==> src/rtl/uart_link_pkg.sv <==
// uart_link_pkg: shared RX/TX state encodings and the default frame header byte.
package uart_link_pkg;
  localparam logic [7:0] DEF_HEADER = 8'hA5;
  typedef enum logic [1:0] {R_HDR, R_LEN, R_PAY, R_CHK} rx_state_t;
  typedef enum logic [2:0] {T_IDLE, T_HDR, T_LEN, T_PAY, T_CHK} tx_state_t;
endpackage

==> src/rtl/uart_link.sv <==
// uart_link: framed link (HEADER, LEN, payload, XOR checksum) between a user stream and UART FIFOs.
// Ports: CLK/RST (async, active-high); u_* talk to the UART receive/send FIFOs;
// rx_valid/rx_data/rx_done/rx_ok deliver received frames; tx_start/tx_len/tx_valid/tx_data/tx_ready/tx_busy send frames.
module uart_link
  import uart_link_pkg::*;
#(
  parameter logic [7:0]  HEADER         = DEF_HEADER,
  parameter int unsigned TIMEOUT_CYCLES = 1000000
) (
  input  logic       CLK,
  input  logic       RST,
  input  logic       u_receivable,
  input  logic [7:0] u_recv_data,
  output logic       u_recv_flag,
  input  logic       u_sendable,
  output logic [7:0] u_send_data,
  output logic       u_send_flag,
  output logic       rx_valid,
  output logic [7:0] rx_data,
  output logic       rx_done,
  output logic       rx_ok,
  input  logic       tx_start,
  input  logic [7:0] tx_len,
  input  logic       tx_valid,
  input  logic [7:0] tx_data,
  output logic       tx_ready,
  output logic       tx_busy
);
  localparam int TW = $clog2(TIMEOUT_CYCLES + 1);
  localparam logic [TW-1:0] TMO_MAX = TW'(TIMEOUT_CYCLES - 1);
  rx_state_t rx_st, rx_st_n;
  tx_state_t tx_st, tx_st_n;
  logic [7:0] rx_cnt, rx_cnt_n, rx_chk, rx_chk_n, rx_data_n;
  logic [7:0] tx_cnt, tx_cnt_n, tx_chk, tx_chk_n;
  logic [TW-1:0] tmo, tmo_n;
  logic rx_valid_n, rx_done_n, rx_ok_n, tx_push;
  // The FIFO head is consumed whenever present; the RX path never stalls.
  assign u_recv_flag = u_receivable & ~RST;
  assign tx_busy = tx_st != T_IDLE;
  always_comb begin
    rx_st_n = rx_st;
    rx_cnt_n = rx_cnt;
    rx_chk_n = rx_chk;
    tmo_n = tmo;
    rx_valid_n = 1'b0;
    rx_data_n = rx_data;
    rx_done_n = 1'b0;
    rx_ok_n = 1'b0;
    if (u_recv_flag) begin
      tmo_n = '0;
      case (rx_st)
        R_HDR: rx_st_n = (u_recv_data == HEADER) ? R_LEN : R_HDR;
        R_LEN: begin
          rx_done_n = u_recv_data == 8'd0;
          rx_cnt_n = u_recv_data;
          rx_chk_n = u_recv_data;
          rx_st_n = (u_recv_data == 8'd0) ? R_HDR : R_PAY;
        end
        R_PAY: begin
          rx_valid_n = 1'b1;
          rx_data_n = u_recv_data;
          rx_chk_n = rx_chk ^ u_recv_data;
          rx_cnt_n = rx_cnt - 8'd1;
          rx_st_n = (rx_cnt == 8'd1) ? R_CHK : R_PAY;
        end
        R_CHK: begin
          rx_done_n = 1'b1;
          rx_ok_n = u_recv_data == rx_chk;
          rx_st_n = R_HDR;
        end
      endcase
    end else if (rx_st != R_HDR) begin
      // Idle gap inside a frame: abandon it as failed once the budget runs out.
      rx_done_n = tmo == TMO_MAX;
      rx_st_n = (tmo == TMO_MAX) ? R_HDR : rx_st;
      tmo_n = (tmo == TMO_MAX) ? '0 : tmo + 1'b1;
    end
  end
  always_comb begin
    tx_st_n = tx_st;
    tx_cnt_n = tx_cnt;
    tx_chk_n = tx_chk;
    tx_ready = tx_st == T_PAY && u_sendable;
    tx_push = 1'b0;
    u_send_data = 8'd0;
    case (tx_st)
      T_IDLE: if (tx_start && tx_len != 8'd0) begin
        tx_cnt_n = tx_len;
        tx_chk_n = tx_len;
        tx_st_n = T_HDR;
      end
      T_HDR: begin
        u_send_data = HEADER;
        tx_push = u_sendable;
        tx_st_n = u_sendable ? T_LEN : T_HDR;
      end
      T_LEN: begin
        // The count is untouched until payload starts, so it still holds LEN.
        u_send_data = tx_cnt;
        tx_push = u_sendable;
        tx_st_n = u_sendable ? T_PAY : T_LEN;
      end
      T_PAY: begin
        u_send_data = tx_data;
        tx_push = u_sendable && tx_valid;
        if (u_sendable && tx_valid) begin
          tx_chk_n = tx_chk ^ tx_data;
          tx_cnt_n = tx_cnt - 8'd1;
          tx_st_n = (tx_cnt == 8'd1) ? T_CHK : T_PAY;
        end
      end
      T_CHK: begin
        u_send_data = tx_chk;
        tx_push = u_sendable;
        tx_st_n = u_sendable ? T_IDLE : T_CHK;
      end
      default: tx_st_n = T_IDLE;
    endcase
    u_send_flag = tx_push;
  end
  always_ff @(posedge CLK or posedge RST)
    if (RST) begin
      rx_st <= R_HDR;
      rx_cnt <= '0;
      rx_chk <= '0;
      tmo <= '0;
      rx_valid <= 1'b0;
      rx_data <= '0;
      rx_done <= 1'b0;
      rx_ok <= 1'b0;
      tx_st <= T_IDLE;
      tx_cnt <= '0;
      tx_chk <= '0;
    end else begin
      rx_st <= rx_st_n;
      rx_cnt <= rx_cnt_n;
      rx_chk <= rx_chk_n;
      tmo <= tmo_n;
      rx_valid <= rx_valid_n;
      rx_data <= rx_data_n;
      rx_done <= rx_done_n;
      rx_ok <= rx_ok_n;
      tx_st <= tx_st_n;
      tx_cnt <= tx_cnt_n;
      tx_chk <= tx_chk_n;
    end
endmodule
==> config.mk <==
export PLATFORM = sky130hd
export DESIGN_NAME = uart_link
export DESIGN_NICKNAME = d
export VERILOG_FILES = /design/src/rtl/uart_link_pkg.sv /design/src/rtl/uart_link.sv
export SDC_FILE = /design/constraint.sdc
export NUM_CORES = 1
export LEC_CHECK = 0
export BUFFER_PORTS_ARGS = -buffer_cell sky130_fd_sc_hd__buf_2
export CORE_MARGIN = 2
export CORE_UTILIZATION = 58
export DETAILED_ROUTE_END_ITERATION = 10
export GPL_TIMING_DRIVEN = 0
export PLACE_DENSITY = 0.8
export SETUP_SLACK_MARGIN = 0.05
export SLEW_MARGIN = 0
export SYNTH_ARGS = -nofsm -noshare
export SYNTH_HDL_FRONTEND = slang
export SYNTH_SLANG_ARGS = --single-unit
==> constraint.sdc <==
create_clock -name CLK -period 2.9 [get_ports CLK]
set_input_delay 0.435 -clock CLK [delete_from_list [all_inputs] [get_ports CLK]]
set_output_delay 0.435 -clock CLK [all_outputs]
set_load 0.03 [all_outputs]
==> flow_metrics.tcl, run 1 <==
set metrics [dict create \
    status "finished, final reports clean" \
    hold_buffers 0 \
    ys_types 57 \
    grt_pass1_vias 3755 \
    clkPwrFrac_pct 18.9 \
    ctsResizeCount 0 \
    place.gp.congestion 0.937 \
    seq_area_frac_synth_pct 42.2 \
    maxCapViolations 0 \
    synthArstFlopShare_pct 100 \
    critPathMaxFanout 10 \
    cts_buffers 9 \
    nets 552 \
    syn_inst 452 \
    max_freq_ghz 0.377 \
    skew_ns 0.00741 \
    switchingPower_w 0.00172 \
    hold_path_class "primary input to asynchronous set/reset pin" \
    syn_avg_cell_area_sq_um 8.92 \
    place_hpwl_um 7050 \
    synth_edf_count 0 \
    p_leak_nw 1.93 \
    wl_um 10400 \
    avgRoutedWirePerCell_um 17.3 \
    num_vias 3884 \
    register_area_sq_um 1700 \
    r2r-end "tmo[11]" \
    start_kind "flop" \
    tightest_slew_ns 0.821 \
    antenna_found_initial 0 \
    synth_top_cell_by_area "dfrtp_1" \
    synth_area_sq_um 4030 \
    fp-row-count 30 \
    power_density_nw_per_um2 845 \
    drv_slew 0 \
    yosysTopAreaCellShare_pct 42.2 \
    ir_drop_uv 536 \
    diodes 0 \
    combPwrFrac_pct 43.1 \
    vias_per_cell 6.49 \
    fill_cells 531 \
    drive_above_1_share_pct 17.0 \
    period_share_pct 91.4 \
    ioPinCount 53 \
    clk_path_buf_depth 2 \
    fin_total_pwr_w 0.00386 \
    drc 0 \
    clkSlewWorstSetupHoldPaths_ns 0.08 \
    die-area_sq_um 7630 \
    area_growth_pct 13.3 \
    start_util_pct 59.7 \
    p_int_w 0.00215 \
    switching_share_pct 44.4 \
    netlist_top_cells_area "dfrtp_1 42%, a21oi_1 5.1%, o22ai_1 4.0%" \
    grt_pass1_wl_um 17300 \
    globalRoute.totalOverflow 0 \
    finalSetupViolations 0 \
    path_class "flop to primary output" \
    ff2ff_path_depth 5 \
    grt_max_degree 69 \
    postRouteAntennaNets 0 \
    seqPwrFrac_pct 38.0 \
    multi_input_area_sq_um 2110 \
    drtPass1Iterations 5 \
    post_cts_buffers 0 \
    insertion_delay_ns 0.35 \
    cts_root_buffer "clkbuf_8" \
    synth_nets 491 \
    rrSetupSlack_ns 0.52 \
    drt_iter0_markers 396 \
    cts_tree "done" \
    relSlewSlack_pct 45.3 \
    period_needed_ns 2.65 \
    cp.arrival_ns 2.21 \
    rsz0062_at_grt "false" \
    synth_warnings 0 \
    utilization_pct 67.6 \
    die_h_um 87.4 \
    cts_max_level 3 \
    ys.flop_type "dfrtp_1" \
    r2r_start "tmo[7]" \
    ys_seq_elements 68 \
    coreArea_sq_um 6760 \
    crit_path_end_kind "primary output" \
    cts_sinks 68 \
    worstPathRequired_ns 2.47 \
    track_usage_pct 28.8 \
    die_w_um 87.4 \
    hold_violations 0 \
    port_buffers 50 \
]
-- worst max-delay path: stages, from the launching register on --
cell and delay (ns):
dfrtp_1 0.35, clkbuf_1 0.37, nor3b_1 0.27, clkinv_1 0.33, o32ai_1 0.27, buf_2 0.27
-- registers in the layout, summed over array words and instances, names as in the netlist --
name,flops
rx_cnt,8
tx_st,3
tx_chk,8
rx_st,2
rx_data,8
rx_done,1
rx_chk,8
tmo,20
tx_cnt,8
rx_valid,1
rx_ok,1
-- power by group through the flow --
stage          combinational, W  clock [W]  sequential (W)
3_3_place_gp            0.00160          0         0.00146
5_1_grt                 0.00181   0.000790         0.00150
3_5_place_dp            0.00163          0         0.00147
2_1_floorplan           0.00111          0         0.00153
4_1_cts                 0.00164   0.000743         0.00146
6_report                0.00167   0.000730         0.00147
-- routing by layer --
metal | track usage, % | wire [um] | share of wire (%)
met5 | 0 | 0 | 0
met4 | 14.4 | 276 | 2.7
met3 | 4.45 | 686 | 6.6
met2 | 44.1 | 4840 | 47
met1 | 39.7 | 4550 | 44
-- final cells by class --
cell class | instances | share of cell area (%)
Buffer | 27 | 2.49
Clock buffer | 10 | 3.01
Clock inverter | 6 | 1.04
Inverter | 28 | 2.35
Multi-Input combinational cell | 329 | 46.2
Sequential cell | 68 | 37.2
Tap cell | 80 | 2.19
Timing Repair Buffer | 50 | 5.48
-- logic make-up after synthesis --
logic type	after synthesis	synth area share, %
buffers and inverters	55	5.43
muxes	14	3.72
DFF	68	42.2
adders and majority gates	9	2.79
xor gates and xnor gates	11	2.39
AOI/OAI and AO/OA	151	24.0
and+or+nand+nor	144	19.5
-- synthesized netlist by cell type (11+ instances only) --
master,instances
a21oi_1,41
clkbuf_1,24
dfrtp_1,68
inv_1,26
nand2_1,32
nand3_1,20
nor2_1,26
o21ai_0,30
o22ai_1,26
o31ai_1,11
or4_1,12
xnor2_1,11
-- worst max path at each step --
stage	end	slack, ns	cells past startpoint	startpoint
floorplan	rx_chk[0]	0.75	1	RST
global placement	tx_chk[2]	-0.11	2	RST
detailed placement	tmo[11]	0.54	5	tmo[7]
CTS	u_send_data[0]	0.30	5	tx_st[2]
global route	u_send_data[0]	0.06	5	tx_st[2]
finish	u_send_data[0]	0.25	5	tx_st[2]
-- layout by cell type, fill, tap and decap left out, types with 5 or more instances in the layout --
| master | n |
|---|---|
| dfrtp_1 | 68 |
| buf_2 | 51 |
| a21oi_1 | 41 |
| nand2_1 | 32 |
| o21ai_0 | 30 |
| nor2_1 | 26 |
| o22ai_1 | 26 |
| inv_1 | 25 |
| clkbuf_1 | 24 |
| nand3_1 | 20 |
| or4_1 | 12 |
| xnor2_1 | 11 |
| o31ai_1 | 11 |
| clkbuf_8 | 10 |
| a22oi_1 | 9 |
| ha_1 | 9 |
| mux2_2 | 8 |
| nor4_1 | 6 |
| a31oi_1 | 6 |
| mux2i_1 | 6 |
| and3_1 | 5 |
| nand2b_1 | 5 |
| or3_1 | 5 |
| nand4_1 | 5 |
| a2bb2oi_1 | 5 |
-- through the flow --
stage                     instances  hold slack (ns)  TNS [ns]  area [sq um]  setup WS [ns]
after floorplan                 452            0.497         0          4030          0.753
after global placement          582            0.458     -7.30          4380         -0.111
after detailed placement        582            0.485         0          4380          0.536
after CTS                       598            0.293         0          4570          0.296
after global routing            598            0.350         0          4570         0.0565
final                           598            0.269         0          4570          0.250
(Power assumes the default switching activity.)
==> run 2: changes to the inputs <==
- CORE_UTILIZATION: 58 -> 45
- PLACE_DENSITY: 0.8 -> not set
==> run 2 against run 1 <==
- combinational power is essentially flat
- total power rose by 2.0%
- largest cell class unchanged
- routed wire length rose by 3.3%
- utilization fell by 15 points
- first-iteration DRC count fell by 45%
- largest power group unchanged
==> flow_metrics.tcl, run 2 (synthesized netlist as in run 1, its figures left out) <==
set metrics [dict create \
    status "finished, final reports clean" \
    nets 552 \
    start_kind "flop" \
    largest_reg_flops 20 \
    antenna_found_initial 0 \
    coreArea_sq_um 8720 \
    period_share_pct 90.5 \
    ctsResizeCount 0 \
    maxCapViolations 0 \
    hold_violations 0 \
    slowest_stage "dfrtp_1" \
    path_delay_family "buffers and inverters" \
    regMostFlops "tmo" \
    crit_chain "and3b_1 -> clkbuf_1 -> clkbuf_1 -> and2_1 -> buf_2" \
    p_leak_nw 1.95 \
    drt_iter0_markers 219 \
    drive_above_1_share_pct 16.8 \
    r2r-end "tmo[12]" \
    utilization_pct 53.0 \
    cts_sinks 68 \
    hold_path_class "primary input to asynchronous set/reset pin" \
    skew_ns 0.00761 \
    cp_common_cell "clkbuf_1" \
    slowest_delay_ns 0.47 \
    final_cell_mix "68 x dfrtp_1, 51 x buf_2, 41 x a21oi_1" \
    critPathCapture "tx_ready" \
    die_w_um 98.7 \
    worstSetupPathDepth 5 \
    cts_buffers 9 \
    path_buf_inv 3 \
    cts_max_level 3 \
    vias_per_cell 6.04 \
    finalSetupViolations 0 \
    drc 0 \
    design_area_sq_um 4620 \
    power_density_nw_per_um2 852 \
    place.gp.congestion 0.874 \
    drtPass1Iterations 5 \
    grt_pass1_vias 3644 \
    period_needed_ns 2.63 \
    grt_pass1_wl_um 18000 \
    ff2ff_path_depth 5 \
    area_growth_pct 14.6 \
    cts_root_buffer "clkbuf_8" \
    fp-row-count 34 \
    rrSetupSlack_ns 0.48 \
    hold_buffers 0 \
    placed_area_sq_um 4420 \
    postRouteAntennaNets 0 \
    num_vias 3782 \
    ioPinCount 53 \
    critPathMaxFanout 10 \
    max_freq_ghz 0.381 \
    post_cts_buffers 0 \
    relSlewSlack_pct 43.2 \
    globalRoute.totalOverflow 0 \
    mostFrequentLayoutCell "dfrtp_1" \
    die_h_um 98.7 \
    die-area_sq_um 9730 \
    clk_path_buf_depth 2 \
    rsz0062_at_grt "false" \
    worstPathRequired_ns 2.47 \
    tightest_slew_ns 0.852 \
    track_usage_pct 22.7 \
    insertion_delay_ns 0.34 \
    cts_tree "done" \
    diodes 0 \
    fin_hold_ws_ns 0.289 \
    drv_slew 0 \
    port_buffers 50 \
    place_hpwl_um 7340 \
    dp.cells 610 \
    path_class "flop to primary output" \
    startpoint "tx_st[0]" \
    avgRoutedWirePerCell_um 17.1 \
    grt_max_degree 69 \
    ir_drop_uv 405 \
    stdcell_count 626 \
    start_util_pct 46.2 \
    crit_path_end_kind "primary output" \
    wl_um 10700 \
    clkSlewWorstSetupHoldPaths_ns 0.08 \
    r2r_start "tmo[7]" \
    cp.arrival_ns 2.19 \
    fin_setup_tns_ns 0 \
]
==> run 2: cell count changes in the layout (fill, tap and decap cells not counted) <==
cell	previous run	this run
clkinvlp_4	4	1
clkinv_2	0	2
bufinv_16	0	1
clkbuf_1	24	25
clkbuf_8	10	11
clkinv_4	1	0
inv_6	1	0
==> run 2: worst min path at each step <==
stage,to,slack (ns),cells after the start
floorplan,tx_cnt[6],0.50,2
global placement,rx_data[3],0.46,2
detailed placement,rx_data[3],0.48,2
CTS,tmo[2],0.33,2
global route,tmo[2],0.37,2
finish,tmo[2],0.29,2
==> run 2: per-layer routing <==
metal / part of all wire, % / GRT usage (%)
met1: 45 / 32.2
met2: 47 / 35.0
met3: 6.2 / 3.69
met4: 1.3 / 8.54
met5: 0 / 0
==> run 2: area by class of cell <==
type | count | area [sq um]
inverters | 28 | 108
flip-flops and latches | 68 | 1700
fillers | 806 | 4100
plain buffers | 27 | 114
well taps | 108 | 135
clock buffers | 12 | 155
repair buffers | 50 | 250
clock inverters | 4 | 47.5
multi-input cells | 329 | 2110
==> run 2: worst reg2reg max path: cells and delay by family, from the launching register on <==
family	cells	cell delay, ns
AOI/OAI and AO/OA	2	0.54
buffers and inverters	1	0.22
DFF	1	0.42
and+or+nand+nor	2	1.12
==> run 2: per-stage QoR <==
stage	setup slack [ns]	power [W]
final	0.275	0.00394
after global routing	0.178	0.00420
after CTS	0.299	0.00395
after detailed placement	0.481	0.00312
after global placement	-0.258	0.00309
after floorplan	0.753	0.00263
==> run 2: power breakdown <==
part | leakage [nW] | internal, W | switching (W)
Sequential | 0.857 | 0.00121 | 0.000257
Combinational | 0.987 | 0.000597 | 0.00106
Clock | 0.102 | 0.000442 | 0.000367
Total | 1.95 | 0.00225 | 0.00169
==> run 3: changes to the inputs <==
- RECOVER_POWER: not set -> 100
- SLEW_MARGIN: 0 -> not set
==> run 3 against run 2 <==
- sequential power about the same
- non-clock buffer count unchanged
- global-route usage unchanged
- final area shrank 0.95%
- setup slack worse by 0.073 ns
- total power fell by 0.85%
- fmax fell by 2.7%
- count of clock-buffer cells in the layout is the same
- clock power grew 0.6%
- critical path depth did not move
- register-to-register slack worse by 0.21 ns
==> flow_metrics.tcl, run 3 (synthesized netlist as in run 1, its figures left out) <==
set metrics [dict create \
    status "finished, final reports clean" \
    hold_buffers 0 \
    die_w_um 98.7 \
    insertion_delay_ns 0.34 \
    critPathMaxFanout 10 \
    path_class "flop to primary output" \
    place.gp.congestion 0.874 \
    tightest_slew_ns 1.43 \
    power_density_nw_per_um2 853 \
    die_h_um 98.7 \
    fill_cells 814 \
    relSlewSlack_pct 4.58 \
    vias_per_cell 6.08 \
    die-area_sq_um 9730 \
    place_hpwl_um 7340 \
    period_share_pct 93.1 \
    fp-row-count 34 \
    drtPass1Iterations 5 \
    register_area_sq_um 1700 \
    track_usage_pct 22.7 \
    p_leak_nw 1.88 \
    maxCapViolations 0 \
    cp.arrival_ns 2.26 \
    finalSetupViolations 0 \
    rsz0062_at_grt "false" \
    antenna_found_initial 0 \
    drc 0 \
    clkSlewWorstSetupHoldPaths_ns 0.08 \
    mostFrequentLayoutCell "dfrtp_1" \
    worstPathRequired_ns 2.47 \
    period_needed_ns 2.70 \
    cts_root_buffer "clkbuf_8" \
    port_buffers 50 \
    placed_area_sq_um 4420 \
    cts_buffers 9 \
    num_vias 3804 \
    diodes 0 \
    cts_sinks 68 \
    drt_iter0_markers 222 \
    coreArea_sq_um 8720 \
    cts_max_level 3 \
    skew_ns 0.00827 \
    hold_path_class "primary input to flop" \
    design_area_sq_um 4580 \
    hold_violations 0 \
    grt_max_degree 69 \
    avgRoutedWirePerCell_um 17.0 \
    cts_tree "done" \
    start_kind "flop" \
    clk_path_buf_depth 2 \
    regMostFlops "tmo" \
    nets 552 \
    drv_slew 0 \
    multi_input_area_sq_um 2100 \
    start_util_pct 46.2 \
    max_freq_ghz 0.371 \
    utilization_pct 52.5 \
    globalRoute.totalOverflow 0 \
    largest_reg_flops 20 \
    drive_above_1_share_pct 12.7 \
    final_cell_mix "68 x dfrtp_1, 44 x clkbuf_1, 41 x a21oi_1" \
    ctsResizeCount 0 \
    wl_um 10700 \
    grt_pass1_wl_um 18000 \
    grt_pass1_vias 3644 \
    ioPinCount 53 \
    crit_path_end_kind "primary output" \
    post_cts_buffers 0 \
    postRouteAntennaNets 0 \
    area_growth_pct 13.6 \
    ir_drop_uv 399 \
]
run 3: cell types whose count changed in the layout (fill, tap and decap cells not counted), sizes merged:
cell | before | now
buf | 53 | 31
clkbuf | 36 | 58
run 3: area by class of cell:
type	instances	area share, %
Clock buffer	12	3.39
Clock inverter	4	1.04
Inverter	28	2.30
Multi-Input combinational cell	329	45.9
Timing Repair Buffer	50	4.97
Tap cell	108	2.95
Buffer	27	2.27
Sequential cell	68	37.2
run 3: through the flow:
stage	power, W	setup TNS, ns	setup WS, ns	hold slack (ns)	instances
5_1_grt	0.00417	0	0.0897	0.416	626
2_1_floorplan	0.00263	0	0.753	0.497	452
3_3_place_gp	0.00309	-17.20	-0.258	0.460	610
6_report	0.00391	0	0.202	0.403	626
4_1_cts	0.00395	0	0.299	0.328	626
3_5_place_dp	0.00312	0	0.481	0.479	610
run 3: path summary, 6_finish.rpt:
path | start | end | slack (ns) | cells past startpoint
max | tx_st[2] | u_send_data[2] | 0.20 | 5
min | u_sendable | tx_st[2] | 0.40 | 2
max reg2reg | tmo[11] | tmo[12] | 0.27 | 5
min reg2reg | rx_data[3] | rx_data[3] | 0.49 | 2
max in group asynchronous | RST | tmo[1] | 1.50 | 2
min in group asynchronous | RST | tmo[2] | 0.53 | 2
run 3: metal layers:
metal  track usage [%]  vias to the layer above  wire length [um]
met2              35.0                      143              5050
met5                 0                        -                 0
met3              3.69                       13               592
met4              8.54                        0               131
li1                  -                     1805                 -
met1              32.2                     1843              4900
run 3: power breakdown:
group	internal [W]	switching [W]
sequential	0.00121	0.000256
clock	0.000442	0.000372
combinational	0.000565	0.00106
run 3: critical path, stage by stage, from the launching register on:
cell and delay (ns):
dfrtp_1 0.36, clkbuf_1 0.38, nor3b_1 0.25, clkinv_1 0.33
o32ai_1 0.25, clkbuf_1 0.35
